[src/rtl/bcd_to_binary_if.sv]
// bcd_to_binary_if: start/busy/done handshake and data bus of the BCD-to-binary converter.
// The master drives the request (start, bcd_in) and the slave (the converter) returns the result.
interface bcd_to_binary_if #(
  parameter int DIGITS = 4,
  parameter int BIN_W  = 16
) ();

  logic                  start;
  logic [4*DIGITS:0]     bcd_in;
  logic                  busy;
  logic                  done;
  logic [BIN_W-1:0]      binary_out;
  logic                  sign_out;
  logic                  err;

  modport master (
    output start,
    output bcd_in,
    input  busy,
    input  done,
    input  binary_out,
    input  sign_out,
    input  err
  );

  modport slave (
    input  start,
    input  bcd_in,
    output busy,
    output done,
    output binary_out,
    output sign_out,
    output err
  );

endinterface

[src/rtl/bcd_to_binary.sv]
// bcd_to_binary: sequential signed-magnitude BCD-to-binary converter (reverse double dabble).
// One shift-right/correct step per clock; IDLE -> SHIFT -> DONE -> IDLE.
// Optional feature macro: BCD_CHECK_EN (flags any input nibble > 9; result forced to 0 with err=1).
module bcd_to_binary #(
  parameter int DIGITS = 4,
  parameter int BIN_W  = 16
) (
  input  logic               clk,
  input  logic               rst_n,
  bcd_to_binary_if.slave     bus
);

  localparam int BCD_W = 4 * DIGITS;
  localparam int SR_W  = BCD_W + BIN_W;
  localparam int CW    = $clog2(BIN_W + 1);
  localparam logic [CW-1:0] LAST = CW'(BIN_W - 1);

  typedef enum logic [1:0] {
    IDLE  = 2'd0,
    SHIFT = 2'd1,
    DONE  = 2'd2
  } state_t;

  state_t             state;
  state_t             state_next;
  logic               load;
  logic               step;
  logic               finish;

  logic [SR_W-1:0]    sr;
  logic [SR_W-1:0]    sr_next;
  logic [CW-1:0]      count;
  logic               sign_q;

  logic [BIN_W-1:0]   binary_q;
  logic               sign_out_q;
  logic               err_q;

  // State register; reset aborts any conversion in flight
  always_ff @(posedge clk or negedge rst_n) begin
    if (!rst_n) begin
      state <= IDLE;
    end else begin
      state <= state_next;
    end
  end

  // Next-state decode and per-cycle control strobes
  always_comb begin
    state_next = state;
    load       = 1'b0;
    step       = 1'b0;
    finish     = 1'b0;
    case (state)
      IDLE: begin
        if (bus.start) begin
          load       = 1'b1;
          state_next = SHIFT;
        end
      end
      SHIFT: begin
        step = 1'b1;
        if (count == LAST) begin
          finish     = 1'b1;
          state_next = DONE;
        end
      end
      DONE: begin
        state_next = IDLE;
      end
      default: begin
        state_next = IDLE;
      end
    endcase
  end

  // One reverse double-dabble step: shift right, then take 3 off every BCD nibble >= 8
  always_comb begin
    sr_next = sr >> 1;
    for (int i = 0; i < DIGITS; i++) begin
      if (sr_next[BIN_W + 4*i +: 4] >= 4'd8) begin
        sr_next[BIN_W + 4*i +: 4] = sr_next[BIN_W + 4*i +: 4] - 4'd3;
      end
    end
  end

  // Working shift register, step counter and captured sign
  always_ff @(posedge clk or negedge rst_n) begin
    if (!rst_n) begin
      sr     <= '0;
      count  <= '0;
      sign_q <= 1'b0;
    end else if (load) begin
      sr     <= {bus.bcd_in[BCD_W-1:0], {BIN_W{1'b0}}};
      count  <= '0;
      sign_q <= bus.bcd_in[BCD_W];
    end else if (step) begin
      sr     <= sr_next;
      count  <= count + CW'(1);
    end
  end

`ifdef BCD_CHECK_EN
  logic invalid;
  logic bad_q;

  // Any nibble above 9 in the request marks the whole conversion as invalid
  always_comb begin
    invalid = 1'b0;
    for (int i = 0; i < DIGITS; i++) begin
      if (bus.bcd_in[4*i +: 4] > 4'd9) begin
        invalid = 1'b1;
      end
    end
  end

  // Sticky invalid-digit flag for the conversion in progress
  always_ff @(posedge clk or negedge rst_n) begin
    if (!rst_n) begin
      bad_q <= 1'b0;
    end else if (load) begin
      bad_q <= invalid;
    end
  end

  // Result registers, updated only on the final step; invalid input yields zero with err set
  always_ff @(posedge clk or negedge rst_n) begin
    if (!rst_n) begin
      binary_q   <= '0;
      sign_out_q <= 1'b0;
      err_q      <= 1'b0;
    end else if (finish) begin
      binary_q   <= bad_q ? '0 : sr_next[BIN_W-1:0];
      sign_out_q <= sign_q;
      err_q      <= bad_q;
    end
  end
`else
  // Result registers, updated only on the final step and held until the next one
  always_ff @(posedge clk or negedge rst_n) begin
    if (!rst_n) begin
      binary_q   <= '0;
      sign_out_q <= 1'b0;
    end else if (finish) begin
      binary_q   <= sr_next[BIN_W-1:0];
      sign_out_q <= sign_q;
    end
  end

  assign err_q = 1'b0;
`endif

  assign bus.busy       = (state == SHIFT);
  assign bus.done       = (state == DONE);
  assign bus.binary_out = binary_q;
  assign bus.sign_out   = sign_out_q;
  assign bus.err        = err_q;

endmodule

[src/flat_wrapper.sv]
// flat-port wrapper written by rule: the top's interface ports become plain ports
module bcd_to_binary_flat 
#(
  parameter int DIGITS = 4,
  parameter int BIN_W  = 16
)
  (clk, rst_n, bus_start, bus_bcd_in, bus_busy, bus_done, bus_binary_out, bus_sign_out, bus_err);
  bcd_to_binary_if #(.DIGITS(DIGITS), .BIN_W(BIN_W)) bus_i ();
  input  logic clk;
  input  logic rst_n;
  input wire logic [$bits(bus_i.start)-1:0] bus_start;
  input wire logic [$bits(bus_i.bcd_in)-1:0] bus_bcd_in;
  output wire logic [$bits(bus_i.busy)-1:0] bus_busy;
  output wire logic [$bits(bus_i.done)-1:0] bus_done;
  output wire logic [$bits(bus_i.binary_out)-1:0] bus_binary_out;
  output wire logic [$bits(bus_i.sign_out)-1:0] bus_sign_out;
  output wire logic [$bits(bus_i.err)-1:0] bus_err;
  assign bus_i.start = bus_start;
  assign bus_i.bcd_in = bus_bcd_in;
  assign bus_busy = bus_i.busy;
  assign bus_done = bus_i.done;
  assign bus_binary_out = bus_i.binary_out;
  assign bus_sign_out = bus_i.sign_out;
  assign bus_err = bus_i.err;
  bcd_to_binary #(.DIGITS(DIGITS), .BIN_W(BIN_W)) u_core (.clk(clk), .rst_n(rst_n), .bus(bus_i));
endmodule
[config.mk]
export PLATFORM = sky130hd
export DESIGN_NAME = bcd_to_binary_flat
export DESIGN_NICKNAME = d
export VERILOG_FILES = /design/src/rtl/bcd_to_binary_if.sv /design/src/rtl/bcd_to_binary.sv /design/src/flat_wrapper.sv
export SDC_FILE = /design/constraint.sdc
export NUM_CORES = 1
export LEC_CHECK = 0
export ABC_AREA = 1
export BUFFER_PORTS_ARGS = -buffer_cell sky130_fd_sc_hd__buf_2
export CAP_MARGIN = 20
export CORE_ASPECT_RATIO = 0.9
export CORE_UTILIZATION = 45
export CTS_CLUSTER_SIZE = 40
export DETAILED_ROUTE_END_ITERATION = 7
export PLACE_DENSITY = 0.78
export SETUP_SLACK_MARGIN = 0.2
export SYNTH_ARGS = -nofsm -noshare
export SYNTH_HDL_FRONTEND = slang
export SYNTH_SLANG_ARGS = --single-unit
[constraint.sdc]
create_clock -name clk -period 4.3 [get_ports clk]
set_input_delay 0.215 -clock clk [delete_from_list [all_inputs] [get_ports clk]]
set_output_delay 0.215 -clock clk [all_outputs]
set_load 0.02 [all_outputs]
==> flow_summary.json <==
{
  "status": "finished, final reports clean",
  "insertedDiodeCount": 0,
  "synth.distinct_cells": 20,
  "layout-drive-gt1-share_pct": 14.8,
  "grt_pass1_vias": 1852,
  "antenna_found_initial": 0,
  "synth_ff_type": "dfrtp_1",
  "fin_util_pct": 53.7,
  "max_freq_mhz": 515,
  "cts_buffers": 5,
  "clkTransAtPathRegs_ps": 100,
  "fin_hold_ws_ps": 11.1,
  "wl_per_cell_um": 11.4,
  "start_util_pct": 47.9,
  "postSynthAreaPerCell_um2": 8.23,
  "place_congestion": 0.810,
  "maxSlewHeadroom_pct": 53.5,
  "required_ps": 4500,
  "cpPeakStageDelay_ps": 600,
  "cts_tree": "yes",
  "cts_setup_buffers": 0,
  "rsz0062_at_grt": "no",
  "grt_max_degree": 57,
  "hold_buffers": 0,
  "clkLatencyLatePin_ps": 310,
  "cp_max_fo": 22,
  "yosysSeqAreaShare_pct": 54.0,
  "arrival_ps": 2140,
  "syn_nets": 343,
  "path_cells": "inv_1, nand2_1, nand2_1, inv_2, nand2_1, nand3_1",
  "core_um2": 5410,
  "io_pins": 40,
  "max_slew.worst_pin.slew_ps": 696,
  "ir_drop_uv": 318,
  "setup-tns-final_ps": 0,
  "yosys_warnings": 0,
  "die_h_um": 74.0,
  "ys_top_cells_by_area": "dfrtp_1, nand2_1, inv_1, o21ai_0, o22ai_1",
  "overflow": 0,
  "io_buffers": 38,
  "placementRows": 25,
  "cpMostUsedCell": "nand2_1",
  "critPathLaunchType": "flip-flop",
  "setup_viol": 0,
  "grt_pass1_wl_um": 8250,
  "synthToLayoutAreaGrowth_pct": 12.0,
  "endpoint_kind": "flip-flop",
  "dp_hpwl_um": 3360,
  "cts_buffer_depth": 2,
  "yosys.area.top_type_share_pct": 54.0,
  "first_pass_iters": 4,
  "fin_ws_ps": 2360,
  "synthArstFlopShare_pct": 100,
  "ys_seq_elements": 56,
  "synth_enable_flop_cells": 0,
  "die_w_um": 82.0,
  "clkSinkCount": 56,
  "cts-resized-gates": 0,
  "wl_um": 4770,
  "crit_slowest_cell": "nand2_1",
  "report.final.slew_viol_count": 0,
  "cp_top_family": "simple AND/OR/NAND/NOR gates",
  "min_period_ps": 1940,
  "powerDensity_nw_per_um2": 651,
  "drv_cap": 0,
  "vias": 2032,
  "crit_buf_inv": 2,
  "h-tree-depth": 2,
  "finalHoldViolCount": 0,
  "power_leakage_uw": 0.00162,
  "cts_root_buffer": "clkbuf_8",
  "skew_ps": 8.92,
  "path_class": "reg -> reg",
  "ys_top_cells_by_count": "nand2_1, dfrtp_1, inv_1, o21ai_0, o22ai_1",
  "worstHoldPathType": "in -> async",
  "synth_top_area_cell": "dfrtp_1",
  "drc_errors": 0,
  "pre_cts_slack_ps": 2400,
  "drt-initial-drc-count": 169,
  "power_uw": 1890,
  "gr-usage-all-layers_pct": 17.9,
  "via_per_inst": 4.86,
  "die_area_um2": 6070,
  "synthesis.area_um2": 2590,
  "netlist_instances": 315,
  "num-nets-final": 378,
  "drtAntennaViolNets": 0,
  "fin_crit_sh_pct": 45.1,
  "synth.most_common_cell": "nand2_1"
}
==> worst register-to-register path, cell delays in order, from the launching register on <==
cell and delay (ps):
dfrtp_1 390, inv_1 130, nand2_1 220, nand2_1 600
inv_2 300, nand2_1 130, nand3_1 60
==> metal layers <==
layer	vias to the layer above	global-route usage, %	wire (um)
li1	1038	-	-
met2	33	29.3	2270
met1	953	23.1	2250
met3	8	4.29	166
met4	0	7.02	86
met5	-	0	0
==> power by group <==
group          internal [uW]  switching (uW)  leakage [uW]
registers                726             131      0.000731
clock network            119             181     0.0000452
logic                    264             471      0.000845
==> metrics by stage <==
step                instances  area (um2)
global placement          410        2810
floorplan                 315        2590
CTS                       418        2910
global route              418        2910
finish                    418        2910
detailed placement        410        2810
==> state kept, by name, summed over array words and instances (netlist names) <==
register               cells
u_core.sr                 31
u_core.bus.binary_out     16
u_core.count               5
u_core.state               2
u_core.bus.sign_out        1
u_core.sign_q              1
==> area by class of cell <==
class	count	area, um2
tap	67	83.8
clock buffer	5	68.8
sequential	56	1400
fill	508	2510
timing repair buffer	39	198
multi-input combinational	197	935
inverter	51	194
clock inverter	3	25.0
==> kinds of logic (layout without fill, tap and decap cells) <==
group | count (synthesis) | after routing | share of synthesized area [%]
buffers and inverters | 62 | 98 | 9.94
AND/OR/NAND/NOR | 144 | 144 | 22.7
AO/OA/AOI/OAI | 44 | 44 | 9.31
adder cells (fa/ha/maj) | 8 | 8 | 3.86
flip-flops | 56 | 56 | 54.0
other | 1 | 1 | 0.145
==> worst paths after layout <==
kind | startpoint | endpoint | slack (ps) | depth (start not counted)
min reg2reg | u_core.bus.binary_out[9] | u_core.bus.binary_out[9] | 490 | 2
max in group asynchronous | rst_n | u_core.bus.binary_out[3] | 3830 | 2
max | u_core.state[1] | u_core.sr[28] | 2360 | 6
min | rst_n | u_core.bus.binary_out[0] | 10 | 2
min in group clk | bus_bcd_in[16] | u_core.sign_q | 100 | 3
max reg2reg | u_core.state[1] | u_core.sr[28] | 2360 | 6
==> cell usage in the layout (no fill, tap or decap), types with 2 or more instances in the layout <==
| master | synthesis | routed |
|---|---|---|
| buf_2 | 6 | 38 |
| clkbuf_8 | 0 | 5 |
| dfrtp_1 | 56 | 56 |
| ha_1 | 8 | 8 |
| inv_1 | 49 | 49 |
| inv_6 | 0 | 2 |
| nand2_1 | 115 | 115 |
| nand2_4 | 2 | 2 |
| nand3_1 | 16 | 16 |
| nand3b_1 | 3 | 3 |
| nor2_1 | 7 | 7 |
| o21ai_0 | 25 | 25 |
| o22ai_1 | 17 | 17 |
Power figures use the tool's default switching activity.
